File: config.mk
export PLATFORM = sky130hd
export DESIGN_NAME = comma_align_sync
export DESIGN_NICKNAME = d
export VERILOG_FILES = /design/src/rtl/comma_align_pkg.sv /design/src/rtl/sym_phase_cnt.sv /design/src/rtl/comma_align_sync.sv
export SDC_FILE = /design/constraint.sdc
export NUM_CORES = 1
export LEC_CHECK = 0
export CAP_MARGIN = 20
export CELL_PAD_IN_SITES_DETAIL_PLACEMENT = 0
export CELL_PAD_IN_SITES_GLOBAL_PLACEMENT = 1
export CORE_MARGIN = 2
export CORE_UTILIZATION = 39
export DETAILED_ROUTE_END_ITERATION = 8
export GPL_ROUTABILITY_DRIVEN = 0
export HOLD_SLACK_MARGIN = 0.08
export PLACE_DENSITY = 0.77
export SLEW_MARGIN = 20
export SYNTH_ARGS = -nofsm -noshare
export SYNTH_HDL_FRONTEND = slang
export SYNTH_SLANG_ARGS = --single-unit
File: constraint.sdc
create_clock -name clk -period 3.25 [get_ports clk]
set_clock_uncertainty 0.15 [all_clocks]
set_input_delay 0.975 -clock clk [delete_from_list [all_inputs] [get_ports clk]]
set_output_delay 0.975 -clock clk [all_outputs]
set_load 0.01 [all_outputs]
File: src/rtl/comma_align_pkg.sv
// ============================================================================
// Module  : comma_align_pkg
// Brief   : Shared state encoding, comma constants and comma matcher.
// Revision: 1.0
// ============================================================================
`default_nettype none

package comma_align_pkg;

  typedef enum logic [1:0] {
    IDLE  = 2'b00,
    COMMA = 2'b01,
    DATA  = 2'b10
  } state_e;

  localparam logic [9:0] COMMA_P = 10'h0FA;
  localparam logic [9:0] COMMA_N = 10'h305;

  function automatic logic is_comma(input logic [9:0] sym);
    return (sym == COMMA_P) || (sym == COMMA_N);
  endfunction

endpackage

`default_nettype wire

File: src/rtl/sym_phase_cnt.sv
// ============================================================================
// Module  : sym_phase_cnt
// Brief   : Symbol phase counter; returns to zero on restart or wrap.
// Revision: 1.0
// ============================================================================
`default_nettype none

module sym_phase_cnt #(
  parameter int SYM_CYCLES = 10
) (
  input  logic                          clk,
  input  logic                          rst_n,
  input  logic                          restart,
  input  logic                          wrap,
  output logic [$clog2(SYM_CYCLES)-1:0] phase
);

  localparam int W = $clog2(SYM_CYCLES);

  logic [W-1:0] phase_q;
  logic [W-1:0] phase_d;

  always_comb begin
    phase_d = phase_q + 1'b1;
    if (restart || wrap) begin
      phase_d = '0;
    end
  end

  always_ff @(posedge clk or negedge rst_n) begin
    if (!rst_n) begin
      phase_q <= '0;
    end else begin
      phase_q <= phase_d;
    end
  end

  assign phase = phase_q;

endmodule

`default_nettype wire

File: src/rtl/comma_align_sync.sv
// ============================================================================
// Module  : comma_align_sync
// Brief   : Comma-based symbol alignment and lock FSM (IDLE/COMMA/DATA).
//           Optional statistics counters enabled by COMMA_ALIGN_STATS_EN.
// Revision: 1.0
// ============================================================================
`default_nettype none

module comma_align_sync
  import comma_align_pkg::*;
#(
  parameter int COMMA_NUMBER   = 4,
  parameter int SYM_CYCLES     = 10,
  parameter int LOSS_THRESHOLD = 4
) (
  input  logic       clk,
  input  logic       rst_n,
  input  logic [9:0] data,
  input  logic       sym_err,
  output logic [9:0] rx_data,
  output logic       rx_valid,
  output logic       comma_pulse,
  output logic       locked,
  output logic       sync_lost,
  output logic       count_rst
`ifdef COMMA_ALIGN_STATS_EN
  ,
  output logic [15:0] lock_loss_cnt,
  output logic [15:0] comma_seen_cnt
`endif
);

  localparam int              PW         = $clog2(SYM_CYCLES);
  localparam logic [PW-1:0]   PHASE_LAST = PW'(SYM_CYCLES - 1);
  localparam logic [4:0]      COMMA_LAST = 5'(COMMA_NUMBER - 1);
  localparam logic [3:0]      ERR_LAST   = 4'(LOSS_THRESHOLD - 1);

  state_e       state_q, state_d;
  logic [4:0]   comma_cnt_q, comma_cnt_d;
  logic [3:0]   err_cnt_q, err_cnt_d;
  logic [9:0]   rx_data_q, rx_data_d;
  logic         rx_valid_q, rx_valid_d;
  logic         comma_pulse_q, comma_pulse_d;
  logic         sync_lost_q, sync_lost_d;

  logic [PW-1:0] phase;
  logic          eval;
  logic          sym_is_comma;
  logic          good_comma;
  logic          restart;

  assign eval         = (phase == PHASE_LAST);
  assign sym_is_comma = is_comma(data);
  assign good_comma   = sym_is_comma && !sym_err;

  // Phase realigns whenever we move into an alignment or locked state.
  assign restart   = (state_d != state_q) && (state_d != IDLE);
  assign count_rst = restart && rst_n;

  sym_phase_cnt #(
    .SYM_CYCLES(SYM_CYCLES)
  ) u_phase (
    .clk    (clk),
    .rst_n  (rst_n),
    .restart(restart),
    .wrap   (eval),
    .phase  (phase)
  );

  always_comb begin
    state_d       = state_q;
    comma_cnt_d   = comma_cnt_q;
    err_cnt_d     = err_cnt_q;
    rx_data_d     = rx_data_q;
    rx_valid_d    = 1'b0;
    comma_pulse_d = 1'b0;
    sync_lost_d   = 1'b0;

    case (state_q)
      IDLE: begin
        comma_cnt_d = '0;
        err_cnt_d   = '0;
        if (good_comma) begin
          state_d     = COMMA;
          comma_cnt_d = 5'd1;
        end
      end

      COMMA: begin
        if (eval) begin
          if (!good_comma) begin
            state_d     = IDLE;
            comma_cnt_d = '0;
          end else if (comma_cnt_q == COMMA_LAST) begin
            state_d     = DATA;
            comma_cnt_d = '0;
            err_cnt_d   = '0;
          end else begin
            comma_cnt_d = comma_cnt_q + 5'd1;
          end
        end
      end

      DATA: begin
        if (eval) begin
          if (sym_err) begin
            if (err_cnt_q == ERR_LAST) begin
              state_d     = IDLE;
              sync_lost_d = 1'b1;
              err_cnt_d   = '0;
            end else begin
              err_cnt_d = err_cnt_q + 4'd1;
            end
          end else begin
            rx_data_d     = data;
            rx_valid_d    = 1'b1;
            comma_pulse_d = sym_is_comma;
            err_cnt_d     = '0;
          end
        end
      end

      default: begin
        state_d     = IDLE;
        comma_cnt_d = '0;
        err_cnt_d   = '0;
      end
    endcase
  end

  always_ff @(posedge clk or negedge rst_n) begin
    if (!rst_n) begin
      state_q       <= IDLE;
      comma_cnt_q   <= '0;
      err_cnt_q     <= '0;
      rx_data_q     <= '0;
      rx_valid_q    <= 1'b0;
      comma_pulse_q <= 1'b0;
      sync_lost_q   <= 1'b0;
    end else begin
      state_q       <= state_d;
      comma_cnt_q   <= comma_cnt_d;
      err_cnt_q     <= err_cnt_d;
      rx_data_q     <= rx_data_d;
      rx_valid_q    <= rx_valid_d;
      comma_pulse_q <= comma_pulse_d;
      sync_lost_q   <= sync_lost_d;
    end
  end

  assign rx_data     = rx_data_q;
  assign rx_valid    = rx_valid_q;
  assign comma_pulse = comma_pulse_q;
  assign sync_lost   = sync_lost_q;
  assign locked      = (state_q == DATA);

`ifdef COMMA_ALIGN_STATS_EN
  logic [15:0] lock_loss_cnt_q, lock_loss_cnt_d;
  logic [15:0] comma_seen_cnt_q, comma_seen_cnt_d;

  // Both counters saturate rather than wrap.
  always_comb begin
    lock_loss_cnt_d  = lock_loss_cnt_q;
    comma_seen_cnt_d = comma_seen_cnt_q;
    if (sync_lost_q && (lock_loss_cnt_q != 16'hFFFF)) begin
      lock_loss_cnt_d = lock_loss_cnt_q + 16'd1;
    end
    if (comma_pulse_q && (comma_seen_cnt_q != 16'hFFFF)) begin
      comma_seen_cnt_d = comma_seen_cnt_q + 16'd1;
    end
  end

  always_ff @(posedge clk or negedge rst_n) begin
    if (!rst_n) begin
      lock_loss_cnt_q  <= '0;
      comma_seen_cnt_q <= '0;
    end else begin
      lock_loss_cnt_q  <= lock_loss_cnt_d;
      comma_seen_cnt_q <= comma_seen_cnt_d;
    end
  end

  assign lock_loss_cnt  = lock_loss_cnt_q;
  assign comma_seen_cnt = comma_seen_cnt_q;
`endif

endmodule

`default_nettype wire
==> flow_summary.json <==
{
  "status": "completed",
  "ys_async_sr_fraction": 1.00,
  "synth_nets": 169,
  "rsz0062_at_grt": "true",
  "crit-reg2reg-launch": "comma_cnt_q[1]",
  "start_util": 0.406,
  "yosysUniqueCellTypes": 49,
  "synth_warnings": 0,
  "antenna_found_initial": 0,
  "min_to": "rx_data[0]",
  "worstReg2RegEnd": "err_cnt_q[2]",
  "cp.required_ns": 2.12,
  "startpoint_type": "primary input",
  "vdd_drop_max_uv": 294,
  "cts_buffers": 3,
  "min_path_cells": 2,
  "ioPinCount": 28,
  "synth_top_area_frac": 0.467,
  "tightestPinTransition_ns": 0.594,
  "slowest_stage": "nor4b_4",
  "finalHoldViolCount": 0,
  "cts_tree": "built",
  "htree_levels": 1,
  "grt_pass1_wl_mm": 6.31,
  "hold_ws_ns": 0.327,
  "routed_wirelength_mm": 3.55,
  "syn_area_mm2": 0.00150,
  "core_area_mm2": 0.00369,
  "synth.area.top_cells": "dfrtp_1, nand2_1, ha_1, nor2_1, o32ai_4",
  "r2r_cells": 7,
  "row_count": 22,
  "regToRegSetupSlack_ns": 1.25,
  "arrival_ns": 2.09,
  "grtUsageTotal": 0.188,
  "slew_viol_final": 0,
  "diodes": 0,
  "syn_to_final_growth_pct": 38.1,
  "path_cells": "buf_8, nor4b_4, nand4_1, o22a_1, nor3_2, buf_2",
  "min_from": "rx_data[0]",
  "dieArea_mm2": 0.00436,
  "drive_above_1_share": 0.257,
  "clk_latency_ns": 0.27,
  "max-slew-margin-rel": 0.601,
  "drt_iter0_markers": 69,
  "clock_sinks": 28,
  "nNetsFinal": 224,
  "p_leak_uw": 0.00100,
  "yosysSeqAreaShare": 0.467,
  "hold_path.class": "reg -> reg",
  "worst-setup-path-type": "in -> out",
  "place_ws_ns": -0.870,
  "post_dp_cell_area_mm2": 0.00193,
  "final.setup.worst_slack_ns": 0.0344,
  "fp.dieW_um": 66.0,
  "fin_crit_ns": 3.22,
  "routed_via_density": 5.08,
  "synth_top_area_cell": "dfrtp_1",
  "crit_path_max_fanout": 3,
  "syn_inst": 152,
  "fmax_mhz": 311,
  "final_util": 0.561,
  "setup_tns_ns": 0,
  "setup_viol": 0,
  "avgRoutedWirePerCell_um": 14.0,
  "syn_area_per_cell_um2": 9.86,
  "clkTransAtPathRegs_ns": 0.08,
  "cts-root-buf": "clkbuf_8",
  "detail-route-antenna-nets": 0,
  "finalCritPeriodShare": 0.989,
  "route.detailed.drc": 0,
  "dr.pass1.iters": 4,
  "first_global_vias": 1325,
  "yosys_most_used_dff": "dfrtp_1",
  "gr-total-overflow": 0,
  "yosysMostFrequentCell": "nand2_1",
  "yosys-top-cells-count": "nand2_1, dfrtp_1, nor2_1",
  "maxCapViolations": 0,
  "clock_path_buffers": 2,
  "vias": 1290,
  "num-fill-cells": 365,
  "synth_edf_count": 0,
  "dp_hpwl_mm": 2.50,
  "max_stage_delay_ns": 0.28,
  "io_buffers": 27,
  "endpoint_kind": "primary output",
  "die_y_um": 66.0,
  "postLayoutCellArea_mm2": 0.00207,
  "powerDensity_mw_per_mm2": 387,
  "grt_max_degree": 29,
  "ys_seq_elements": 28
}
[power by group]
part           internal, uW  switching [uW]  total [uW]
combinational          91.5             100         192
clock                   108             100         208
sequential              377            23.6         401
[metrics by stage]
step	total power (uW)	instances
final	801	254
after floorplan	520	152
after CTS	811	255
after global routing	865	254
after global placement	589	239
after detailed placement	598	239
[critical path, delay by kind of cell]
kind,cells,cell delay [ns]
compound gates,1,0.28
buf+inv,2,0.25
simple gates,3,0.58
[placed cells by master, fill, tap and decap left out, types with 2 or more instances in the layout]
master            n
nor3_1            3
a32o_1            2
buf_2             3
and3_1            2
nand3_1           3
buf_4            29
a32oi_1           2
nor3b_1           2
nand2b_1          3
a21o_1            2
nand2_1          36
ha_1              4
inv_1             5
dfrtp_1          28
o21ai_0           4
nor2_1           12
clkbuf_8          4
o21ai_1           2
clkdlybuf4s50_1  15
nand3b_1          3
o21a_1            2
a21oi_1           2
dlygate4sd2_1     7
[kinds of logic after synthesis]
logic type      share of synthesized area
compound gates                      0.170
flops                               0.467
simple gates                        0.280
fa+ha+maj                          0.0334
buf+inv                            0.0376
xor+xnor                           0.0117
[final cells by class]
| class | count | area, um2 | share of cell area |
|---|---|---|---|
| Clock buffer | 4 | 55.1 | 0.0266 |
| Inverter | 5 | 18.8 | 0.00906 |
| Multi-Input combinational cell | 113 | 766 | 0.370 |
| Sequential cell | 28 | 701 | 0.338 |
| Tap cell | 48 | 60.1 | 0.0290 |
| Timing Repair Buffer | 56 | 470 | 0.227 |
[repair_timing]
item                                    CTS  global route
buffers inserted                         12             1
endpoints found under the setup margin    1             9
resized for setup                        29             7
hold buffers                              0             0
gates cloned                              0             0
pin swaps                                10             7
hold endpoints to repair                  0             0
[state kept, by name, indices dropped and copies added (netlist names)]
name	flops
comma_pulse	1
rx_data	10
comma_cnt_q	5
state_q	2
rx_valid	1
sync_lost	1
u_phase.phase	4
err_cnt_q	4
[per-layer routing]
layer  part of all wire  global-route usage  vias up
met1               0.44               0.233      621
met5                  0                   0        -
met3              0.026              0.0358        4
met4             0.0096              0.0383        0
li1                   -                   -      647
met2               0.52               0.340       18
[worst max path at each step]
stage	start	cells after the start	to	slack, ns
after floorplan	sym_err	5	count_rst	0.04
after global placement	sym_err	6	count_rst	-0.86
after detailed placement	sym_err	6	count_rst	-0.87
after CTS	data[0]	6	count_rst	0.02
after global routing	sym_err	6	count_rst	-0.05
final	sym_err	6	count_rst	0.03
No activity file was read; power rests on OpenSTA's default activity.
